## src/rtl/counter4bit_stepper.sv

```systemverilog
`timescale 1ns/1ps
`default_nettype none
// ============================================================================
// Module      : counter4bit_stepper
// Description : KEY0 front end for the 4-bit sequence counter. Synchronises
//               and debounces the active-low key, holds the present-state
//               register fed to counter4bitlogic, loads its D output once per
//               accepted press and recovers illegal codes to 0000.
// Revision    : 1.0 - initial release
// ============================================================================
module counter4bit_stepper #(
    parameter int DEBOUNCE_CYCLES = 500000
) (
    input  logic       clock,
    input  logic       reset,
    input  logic       key_n,
    input  logic [3:0] D,
    input  logic       load_en,
    input  logic [3:0] load_val,
    output logic [3:0] present,
    output logic       step,
    output logic       wrap,
    output logic       illegal_fix,
    output logic       pressed
);

    // One extra bit keeps the counter from ever wrapping at the terminal count.
    localparam int             CNT_W      = $clog2(DEBOUNCE_CYCLES) + 1;
    localparam logic [CNT_W-1:0] c_CNT_ONE  = CNT_W'(1);
    localparam logic [CNT_W-1:0] c_CNT_LAST = CNT_W'(DEBOUNCE_CYCLES - 1);
    localparam logic [3:0]     c_WRAP_CODE = 4'b1001;

    localparam logic [1:0] S_IDLE         = 2'd0;
    localparam logic [1:0] S_PRESS_WAIT   = 2'd1;
    localparam logic [1:0] S_HELD         = 2'd2;
    localparam logic [1:0] S_RELEASE_WAIT = 2'd3;

    logic             r_sync1;
    logic             r_key_s;
    logic [1:0]       r_state;
    logic [1:0]       w_state_nxt;
    logic [CNT_W-1:0] r_cnt;
    logic [CNT_W-1:0] w_cnt_nxt;
    logic             r_adv;
    logic             w_adv_nxt;
    logic             w_legal;
    logic [3:0]       r_present;
    logic             r_step;
    logic             r_wrap;
    logic             r_fix;

    // Two-flop synchroniser; idles at 1 so reset looks like a released key.
    always_ff @(posedge clock or posedge reset) begin
        if (reset) begin
            r_sync1 <= 1'b1;
            r_key_s <= 1'b1;
        end else begin
            r_sync1 <= key_n;
            r_key_s <= r_sync1;
        end
    end

    // Debounce state register, stability counter and registered advance pulse.
    always_ff @(posedge clock or posedge reset) begin
        if (reset) begin
            r_state <= S_IDLE;
            r_cnt   <= '0;
            r_adv   <= 1'b0;
        end else begin
            r_state <= w_state_nxt;
            r_cnt   <= w_cnt_nxt;
            r_adv   <= w_adv_nxt;
        end
    end

    // Debounce next-state: a level must hold DEBOUNCE_CYCLES samples to be accepted.
    always_comb begin
        w_state_nxt = r_state;
        w_cnt_nxt   = r_cnt;
        w_adv_nxt   = 1'b0;
        case (r_state)
            S_IDLE: begin
                if (!r_key_s) begin
                    w_state_nxt = S_PRESS_WAIT;
                    w_cnt_nxt   = c_CNT_ONE;
                end
            end
            S_PRESS_WAIT: begin
                if (r_key_s) begin
                    w_state_nxt = S_IDLE;
                    w_cnt_nxt   = '0;
                end else if (r_cnt == c_CNT_LAST) begin
                    w_state_nxt = S_HELD;
                    w_adv_nxt   = 1'b1;
                end else begin
                    w_cnt_nxt   = r_cnt + c_CNT_ONE;
                end
            end
            S_HELD: begin
                if (r_key_s) begin
                    w_state_nxt = S_RELEASE_WAIT;
                    w_cnt_nxt   = c_CNT_ONE;
                end
            end
            S_RELEASE_WAIT: begin
                if (!r_key_s) begin
                    w_state_nxt = S_HELD;
                    w_cnt_nxt   = '0;
                end else if (r_cnt == c_CNT_LAST) begin
                    w_state_nxt = S_IDLE;
                end else begin
                    w_cnt_nxt   = r_cnt + c_CNT_ONE;
                end
            end
            default: begin
                w_state_nxt = S_IDLE;
                w_cnt_nxt   = '0;
            end
        endcase
    end

    // Debounced key level: held from acceptance until a release is confirmed.
    always_comb begin
        pressed = 1'b0;
        case (r_state)
            S_HELD, S_RELEASE_WAIT: pressed = 1'b1;
            default:                pressed = 1'b0;
        endcase
    end

    // Legal-code decode for the 12-state sequence; D is meaningless otherwise.
    always_comb begin
        w_legal = 1'b0;
        case (r_present)
            4'b0000, 4'b1110, 4'b1101, 4'b1100,
            4'b1000, 4'b0001, 4'b0011, 4'b0111,
            4'b1111, 4'b1010, 4'b0101, 4'b1001: w_legal = 1'b1;
            default:                            w_legal = 1'b0;
        endcase
    end

    // Present-state register: load beats advance; illegal codes recover to 0000.
    always_ff @(posedge clock or posedge reset) begin
        if (reset) begin
            r_present <= 4'b0000;
            r_step    <= 1'b0;
            r_wrap    <= 1'b0;
            r_fix     <= 1'b0;
        end else begin
            r_step <= 1'b0;
            r_wrap <= 1'b0;
            r_fix  <= 1'b0;
            if (load_en) begin
                r_present <= load_val;
            end else if (r_adv && w_legal) begin
                r_present <= D;
                r_step    <= 1'b1;
                r_wrap    <= (r_present == c_WRAP_CODE);
            end else if (r_adv) begin
                r_present <= 4'b0000;
                r_step    <= 1'b1;
                r_fix     <= 1'b1;
            end
        end
    end

    assign present     = r_present;
    assign step        = r_step;
    assign wrap        = r_wrap;
    assign illegal_fix = r_fix;

endmodule
`default_nettype wire

```

## config.mk

```make
export PLATFORM = sky130hd
export DESIGN_NAME = counter4bit_stepper
export DESIGN_NICKNAME = d
export VERILOG_FILES = /design/src/rtl/counter4bit_stepper.sv
export SDC_FILE = /design/constraint.sdc
export NUM_CORES = 1
export LEC_CHECK = 0
export CAP_MARGIN = 20
export CORE_UTILIZATION = 45
export CTS_CLUSTER_DIAMETER = 60
export DETAILED_ROUTE_END_ITERATION = 6
export PLACE_DENSITY_LB_ADDON = 0.1
export SLEW_MARGIN = 20
export SYNTH_ARGS = -nofsm -noshare
export SYNTH_HDL_FRONTEND = slang
export SYNTH_SLANG_ARGS = --single-unit
export TNS_END_PERCENT = 5
```

## constraint.sdc

```tcl
create_clock -name clock -period 4.5 [get_ports clock]
set_input_delay 0.675 -clock clock [delete_from_list [all_inputs] [get_ports clock]]
set_output_delay 0.675 -clock clock [all_outputs]
set_load 0.05 [all_outputs]
```

* Word-level counts from Yosys, hierarchy flattened
Memory sizes are Yosys's and may differ from the RTL's.
Index checks and enable logic that the tools add are counted.
** Word-level totals
- Output and inout port bits :: 8
- Memories kept :: 1
- Logic and storage cells :: 53
- Register bits after elaboration :: 32
- Bits of input ports :: 12
- Bits in read-only memories :: 16
** Operators by class
- Muxes and demuxes :: 27
- Add/subtract/negate cells :: 1
- Equality and inequality tests :: 9
- Reduce and logical (&&, ||, !) cells :: 6
** Memory list
- (name not given) :: depth 16, width 1, read ports 1, clocked after Yosys merged registers in 0, wr ports 0, line 134 : case (r_present)
** Operators with widths (count)
- 20-bit two-way mux :: 5
- 20-bit one-hot mux with 4 select lines :: 1
- 20-bit by 1-bit adder with 20-bit output, second input constant :: 1
- 20-bit by 19-bit equality test with 1-bit output, second input constant :: 1
- 2-bit two-way mux :: 6
- 4-bit two-way mux :: 3
- 1-bit two-way mux :: 11
- 2-bit one-hot mux with 4 select lines :: 1
- 3-bit inequality test, second input constant :: 2
- 2-bit equality test, second input constant :: 2
- 4-bit equality test, second input constant :: 1
- 2-bit inequality test, second input constant :: 2
- 4-bit AND reduction :: 1
- 3-bit nonzero test :: 1
- 2-bit by 1-bit equality test with 1-bit output, second input constant :: 1
- 2-bit logical NOT :: 1
- 2-bit AND reduction :: 1
- 2-bit OR reduction :: 1
- 1-bit logical AND :: 1

* Longest topological paths before layout
- Depth after elaboration :: 4
- Mapped depth :: 7

* Worst setup path before layout
No wires, ideal clock.
- Path type :: reg-to-reg
- Start :: register r_cnt[0]
- End :: register r_cnt[2]
- Data required time :: 4.376 ns
- Path slack :: 2.895 ns
- Clock period less this slack :: 1.605 ns
- Arrival :: 1.481 ns
- Stages on the path, launching flop included :: 8
- Cells stage by stage :: dfrtp_1 ha_1 and3_1 nand2_1 nor4_4 buf_6 o211a_1 a211o_1
** On the way
- Word-level cells in the longest chain between the ends :: 4
- Elaborated cells between the ends (all ways) :: 6
- Classes of those cells :: add/sub (1); eq/ne (1); mux (4)
** Ends and longest elaborated chain
- start, declared :: line 42 : logic [CNT_W-1:0] r_cnt;
- start signal, assigned :: line 71 : r_cnt <= w_cnt_nxt;
- 20-bit by 1-bit adder with 20-bit output / 20-bit by 19-bit equality test with 1-bit output (equally long branches)
- 20-bit two-way mux * :: line 92, 109
- 20-bit two-way mux, on equally long branches :: line 106, 89
- 20-bit one-hot mux with 4 select lines * :: line 81 : case (r_state)
Mark *: on every way between the ends. The rest lies on a longest branch, timed or not.
A chain may end at the register's enable or synchronous reset.

==> impl_metrics.prom <==
# TYPE chip_impl_metric gauge
chip_impl_metric{name="firstDrtPassIters",unit=""} 4
chip_impl_metric{name="critical_path_buf_inv_count",unit=""} 1
chip_impl_metric{name="total_of_cells_resized_after_clock_tree_synthesis",unit=""} 0
chip_impl_metric{name="antenna_found_initial",unit=""} 0
chip_impl_metric{name="grt.overflow.total",unit=""} 0
chip_impl_metric{name="globalRouteTotalUtil",unit=""} 0.1938
chip_impl_info{name="path_cells",value="clkdlybuf4s50_1"} 1
chip_impl_metric{name="die_height",unit="um"} 63.59
chip_impl_metric{name="syn_area",unit="sq mm"} 0.001707
chip_impl_metric{name="ir_drop",unit="uV"} 184.3
chip_impl_info{name="critical_path.startpoint_type",value="flop"} 1
chip_impl_metric{name="postCtsHoldBufs",unit=""} 0
chip_impl_metric{name="placementRows",unit=""} 22
chip_impl_metric{name="max_stage_delay",unit="ns"} 0.83
chip_impl_metric{name="place_inst",unit=""} 242
chip_impl_metric{name="yosys_register_bits",unit=""} 32
chip_impl_metric{name="synth_top_area_frac",unit=""} 0.4399
chip_impl_metric{name="report.final.setup_viol",unit=""} 0
chip_impl_info{name="mostFrequentLayoutCells",value="dfrtp_1, nand2_1, clkdlybuf4s50_1, nand3_1, o21ai_0"} 1
chip_impl_metric{name="detail_route.wirelength",unit="um"} 3519
chip_impl_metric{name="synthArstFlopShare",unit=""} 1.000
chip_impl_info{name="crit_slowest_cell",value="clkdlybuf4s50_1"} 1
chip_impl_metric{name="maximum_operating_frequency",unit="GHz"} 0.4505
chip_impl_metric{name="worst_setup_hold_path_clk_slew",unit="ns"} 0.06
chip_impl_info{name="synth.top_cells.by_area",value="dfrtp_1, nand2_1, nand3_1"} 1
chip_impl_info{name="clk_root_buffer_cell",value="clkbuf_8"} 1
chip_impl_metric{name="placement.io_buffers",unit=""} 19
chip_impl_metric{name="final_hold_viol_count",unit=""} 0
chip_impl_metric{name="die-area",unit="sq mm"} 0.004043
chip_impl_metric{name="maxSlewHeadroom",unit=""} 0.2659
chip_impl_metric{name="drc_errors",unit=""} 0
chip_impl_metric{name="synth_warnings",unit=""} 0
chip_impl_metric{name="diodes",unit=""} 0
chip_impl_metric{name="ctsHtreeMaxLevel",unit=""} 2
chip_impl_metric{name="routed_wire_length_per_instance",unit="um"} 14.08
chip_impl_metric{name="syn_nets",unit=""} 195
chip_impl_metric{name="syn_inst",unit=""} 182
chip_impl_metric{name="power.static_leakage",unit="nW"} 0.9021
chip_impl_metric{name="core_area",unit="sq mm"} 0.003661
chip_impl_metric{name="total_clock_buffers_created_by_cts",unit=""} 5
chip_impl_metric{name="syn_area_per_cell",unit="sq um"} 9.377
chip_impl_metric{name="finalNetCount",unit=""} 214
chip_impl_info{name="critical_path.endpoint_type",value="primary output"} 1
chip_impl_info{name="synth-main-ff-cell",value="dfrtp_1"} 1
chip_impl_metric{name="worst-endpoint-arrival",unit="ns"} 1.54
chip_impl_metric{name="cp_max_fo",unit=""} 4
chip_impl_info{name="synthDominantAreaCellType",value="dfrtp_1"} 1
chip_impl_metric{name="cts.repair_timing.setup_buffer_count",unit=""} 0
chip_impl_metric{name="synth.distinct_cells",unit=""} 45
chip_impl_metric{name="dr_total_vias",unit=""} 1368
chip_impl_metric{name="start_util",unit=""} 0.4662
chip_impl_metric{name="areaGrowthSynthToFinish",unit="%"} 19.57
chip_impl_metric{name="tightestPinTransition",unit="ns"} 1.097
chip_impl_metric{name="period_share",unit=""} 0.4933
chip_impl_metric{name="cts_max_path_buffers",unit=""} 2
chip_impl_metric{name="pin_count_of_the_biggest_net_entering_global_routing",unit=""} 33
chip_impl_metric{name="vias_in_the_first_global_route",unit=""} 1304
chip_impl_metric{name="timing.setup.tns",unit="ns"} 0
chip_impl_metric{name="viasPerCell",unit=""} 5.472
chip_impl_metric{name="global_route_wire_length_before_repair",unit="um"} 6065
chip_impl_metric{name="sequential_share_of_the_synthesized_area",unit=""} 0.4707
chip_impl_metric{name="cap_viol_max_count",unit=""} 0
chip_impl_metric{name="die_width",unit="um"} 63.59
chip_impl_info{name="hold_class",value="reg2reg"} 1
chip_impl_metric{name="layout_cells_sized_above_1",unit=""} 0.1089
chip_impl_info{name="grt-busiest-layer",value="met2"} 1
chip_impl_metric{name="timing.hold.ws",unit="ns"} 0.3602
chip_impl_info{name="result_of_the_run",value="completed"} 1
chip_impl_info{name="tritoncts",value="done"} 1
chip_impl_metric{name="route.antenna.remaining_nets",unit=""} 0
chip_impl_metric{name="max_slew_violations",unit=""} 0
chip_impl_metric{name="final_cell_count_no_fill",unit=""} 250
chip_impl_metric{name="post-dp-hpwl",unit="um"} 2409
chip_impl_metric{name="grt_util_met1",unit=""} 0.2615
chip_impl_metric{name="final.fill_count",unit=""} 324
chip_impl_metric{name="synth-edff-count",unit=""} 0
chip_impl_info{name="layout_commonest_cell",value="dfrtp_1"} 1
chip_impl_metric{name="multiInputGateArea",unit="sq um"} 819.5
chip_impl_metric{name="routabilityCongestion",unit=""} 0.8102
chip_impl_metric{name="min_period",unit="ns"} 2.220
chip_impl_metric{name="power.density_cell_area",unit="mW/mm^2"} 325.5
chip_impl_info{name="crit_type",value="reg2out"} 1
chip_impl_metric{name="pin_count",unit=""} 20
chip_impl_metric{name="crit_required",unit="ns"} 3.83
chip_impl_metric{name="grt_use_met2",unit=""} 0.2912
chip_impl_metric{name="clkSinkCount",unit=""} 32
chip_impl_metric{name="skew",unit="ns"} 0.004075
chip_impl_metric{name="insertion_delay",unit="ns"} 0.28
chip_impl_metric{name="grt.met3_usage",unit=""} 0.05435
chip_impl_info{name="setup_repair_after_global_routing_missed_its_margin",value="no"} 1
chip_impl_metric{name="final-seq-area",unit="sq um"} 803.3
chip_impl_info{name="critical-path-top-delay-family",value="buffers and inverters"} 1
chip_impl_metric{name="first_iter_violations",unit=""} 106
state kept, by name (all words and copies together), names as in the netlist, named ones only:
signal and flops:
r_cnt 20, present 4, illegal_fix 1, r_adv 1
r_key_s 1, r_state 1, r_sync1 1, step 1
wrap 1
where the power goes:
group / switching (W) / internal [W]
logic: 0.0000362 / 0.0000255
clock network: 0.000103 / 0.000195
registers: 0.00000919 / 0.000295
kinds of logic (layout without fill, tap and decap cells):
logic type               after synthesis  count (layout)  synth area share
buffers and inverters                 17              37           0.04912
flip-flops                            32              32            0.4707
XOR/XNOR                               4               4           0.02493
AO/OA/AOI/OAI                         45              45            0.1569
multiplexers                           1               1          0.005865
adder cells (fa/ha/maj)                1               1          0.007330
AND/OR/NAND/NOR                       82              82            0.2852
cell type report:
class	instances	area share
clock buffers	7	0.04721
clock inverters	1	0.01471
inverters	9	0.01655
multi-input cells	133	0.4016
flip-flops and latches	32	0.3936
well taps	48	0.02943
repair buffers	20	0.09687
worst paths after layout:
| path | endpoint | start | depth (start not counted) | slack [ns] |
|---|---|---|---|---|
| max | pressed | flop | 1 | 2.28 |
| min | r_key_s$_DFF_PP1_ | r_sync1$_DFF_PP1_ | 0 | 0.36 |
| max reg2reg | r_cnt[8]$_DFFE_PP0P_ | r_key_s$_DFF_PP1_ | 5 | 2.52 |
| min reg2reg | r_key_s$_DFF_PP1_ | r_sync1$_DFF_PP1_ | 0 | 0.36 |
| max in group asynchronous | r_key_s$_DFF_PP1_ | reset | 3 | 3.40 |
| min in group asynchronous | r_cnt[14]$_DFFE_PP0P_ | reset | 3 | 0.77 |
per-layer routing:
metal | wire [um] | vias to the layer above
li1 | - | 690
met1 | 1740 | 662
met2 | 1672 | 14
met5 | 0 | -
met4 | 23 | 0
met3 | 83 | 2
synthesized netlist by cell type, types with 2 or more instances:
cell type and n:
a21oi_1 8, a31oi_1 4, and2_1 3, and3_1 2, buf_2 4, buf_6 2, clkbuf_1 2, dfrtp_1 30
dfstp_2 2, inv_1 9, nand2_1 20, nand2_2 2, nand2b_1 2, nand3_1 14, nand4_1 6, nor2_1 10
nor2b_1 4, nor3_1 3, nor3_4 2, o211ai_1 3, o21ai_0 13, o21ai_1 8, o22ai_1 2, or3_1 4
xor2_1 3
per-stage QoR:
stage          cell area, sq um    util   power, W  setup slack (ns)
5_1_grt                    2041  0.5574  0.0006956             2.218
3_3_place_gp               1914  0.5229  0.0003704             2.552
4_1_cts                    2041  0.5574  0.0006755             2.261
6_report                   2041  0.5574  0.0006643             2.280
2_1_floorplan              1707       -  0.0003473             2.895
3_5_place_dp               1914  0.5229  0.0003718             2.516
No activity file was read; power rests on OpenSTA's default activity.
==> RTL change (config.mk and constraints unchanged) <==
Put one more register stage on the output `illegal_fix`, cleared by the reset. The value now appears one clock later. The other outputs are not delayed to match.
--- a/src/rtl/counter4bit_stepper.sv
+++ b/src/rtl/counter4bit_stepper.sv
@@ -167,7 +167,13 @@
     assign present     = r_present;
     assign step        = r_step;
     assign wrap        = r_wrap;
-    assign illegal_fix = r_fix;
+    always_ff @(posedge clock or posedge reset) begin
+        if (reset) begin
+            illegal_fix <= '0;
+        end else begin
+            illegal_fix <= r_fix;
+        end
+    end
 
 endmodule
 `default_nettype wire
Function: no difference found for any inputs over 10 cycles, from zero or initial values and one cycle with reset high; that may be too few to reach the edited logic, so the function may still have changed.
==> RTL change against the unedited design <==
First-iteration DRC count fell by 16%; setup slack better by 8.7 ps; synthesized area is 2.9% higher; sequential cell count grew 1; design area grew 1.2%; via count up 11%; routed wire length grew 9.9%; total power shrank 12%.
==> RTL change: results (changes against the unedited design) <==
Logic synthesis
  – Synthesis warning total: 0 (unchanged)
  – Cell types with the largest area share after synthesis: sky130_fd_sc_hd__dfrtp_1, sky130_fd_sc_hd__nand4_1, sky130_fd_sc_hd__xor2_1
  – Proportion of synthesized chip area in sequential cells: 0.472 (+0.000835)
  – Dominant synthesized flop cell: sky130_fd_sc_hd__dfrtp_1
  – Syn nets: 198 (+1.5%)
  – Top cells by count, synth: sky130_fd_sc_hd__dfrtp_1, sky130_fd_sc_hd__nand2_1, sky130_fd_sc_hd__nor2_1, sky130_fd_sc_hd__nand4_1
  – Distinct cells, synth: 39 (-13%)

Detailed routing
  – Starting DRT DRC Count: 89 (-16%)
  – Total number of vias: 1518 (+11%)
  – Average wire per cell in the routed design: 15.4 um (+9.5%)
  – Iteration count of the initial detailed-routing pass: 5 (+1)

Clock network
  – Number of H-tree branching levels: 2 (unchanged)
  – Clock Pin Slew Worst Setup and Hold Paths: 60 ps (about the same)
  – TritonCTS buffer count: 5 (unchanged)
  – Clock latency at the later pin of the worst-skew pair: 280 ps (about the same)
  – Number of gates resized after CTS: 0 (unchanged)
  – Setup fix buffers added after clock tree synthesis: 0 (unchanged)

Power and ir drop
  – Static leakage power: 0.819 nW (-9.2%)
  – Peak ir drop on the vdd network: 0.000178 V (-3.5%)

Place
  – DP Area: 0.00197 mm^2 (+3.1%)
  – Minimum setup slack after placement: 2200 ps (-320 ps)
  – Detailed placement HPWL: 2.82 mm (+17%)
  – RePlAce Congestion: 0.855 (+5.5%)
  – Port Buf Inserts: 19 (unchanged)

Worst setup path
  – Data arrival, critical path: 1540 ps (about the same)
  – Crit-path max cell delay: 830 ps (about the same)
  – Max FO, Critical Path: 5 (+1)
  – Critical path's top delay family: buffers and inverters
  – Critical Path Slowest Stage Cell: sky130_fd_sc_hd__clkdlybuf4s50_1

Finish
  – Count of filler cells inserted in the layout: 338 (+4.3%)
  – Share of final-layout standard cells stronger than drive strength 1: 0.0739 (-0.0350)
  – Max reg flops: 20 (unchanged)
  – Most flop-heavy register: r_cnt
  – # diodes: 0 (unchanged)
  – Layout net count: 215 (+0.47%)

Timing
  – Worst Skew: 6.63 ps (+2.56 ps)
  – Worst rel slew slack: 0.466 (+0.201)

Global routing
  – Number of global-route vias before repair: 1376 (+5.5%)
  – First-pass GRT wire length: 6.76 mm (+11%)
  – Initial antenna violation count: 0 (unchanged)
  – Pin count of the biggest net entering global routing: 22 (-33%)
  – Total track usage: 0.210 (+0.0161)

Outcome
  – Result of the run: finished clean

Hold path
  – Worst min path class: register to register
## RTL change: worst paths after layout
path / from / slack, ps / cells after the start / end
min in group asynchronous: reset / 720 / 2 / asynchronous set/reset pin
min reg2reg: r_sync1$_DFF_PP1_ / 360 / 0 / r_key_s$_DFF_PP1_
max: register / 2290 / 1 / pressed
max reg2reg: r_state[0]$_DFFE_PP0P_ / 2470 / 4 / r_cnt[3]$_DFFE_PP0P_
min: r_sync1$_DFF_PP1_ / 360 / 0 / r_key_s$_DFF_PP1_
max in group asynchronous: reset / 3130 / 3 / r_cnt[2]$_DFFE_PP0P_
## RTL change: metal layers
metal | wire, um | vias to the layer above | GRT usage | part of all wire
met5 | 0 | - | 0 | 0
met4 | 18 | 0 | 0.0444 | 0.0047
met3 | 211 | 2 | 0.0528 | 0.055
met2 | 1830 | 50 | 0.313 | 0.47
met1 | 1810 | 746 | 0.306 | 0.47
li1 | - | 720 | - | -
## RTL change: final cells by class
cell class / count / area [um^2] / area share
clock inverters: 2 / 10.0 / 0.00485
well taps: 48 / 60.1 / 0.0291
inverters: 4 / 15.0 / 0.00727
clock buffers: 6 / 72.6 / 0.0352
repair buffers: 20 / 198 / 0.0958
multi-input cells: 138 / 881 / 0.427
flip-flops and latches: 33 / 828 / 0.401
## RTL change: kinds of logic (layout without fill, tap and decap cells)
| kind of cell | after synthesis | after routing | share of synthesized area |
|---|---|---|---|
| buf+inv | 14 | 32 | 0.0313 |
| compound gates | 35 | 35 | 0.125 |
| flops | 33 | 33 | 0.472 |
| xor+xnor | 12 | 12 | 0.0598 |
| mux | 2 | 2 | 0.0114 |
| simple gates | 88 | 88 | 0.293 |
| fa+ha+maj | 1 | 1 | 0.00712 |
## RTL change: metrics by stage
| stage | utilization | cells |
|---|---|---|
| after detailed placement | 0.531 | 243 |
| after floorplan | - | 185 |
| after global routing | 0.556 | 251 |
| final | 0.556 | 251 |
| after CTS | 0.554 | 251 |
| after global placement | 0.531 | 243 |
## RTL change: where the power goes
part | total, W | switching, W | internal [W]
clock | 0.000210 | 0.000103 | 0.000107
sequential | 0.000314 | 0.00000954 | 0.000304
combinational | 0.0000634 | 0.0000388 | 0.0000246
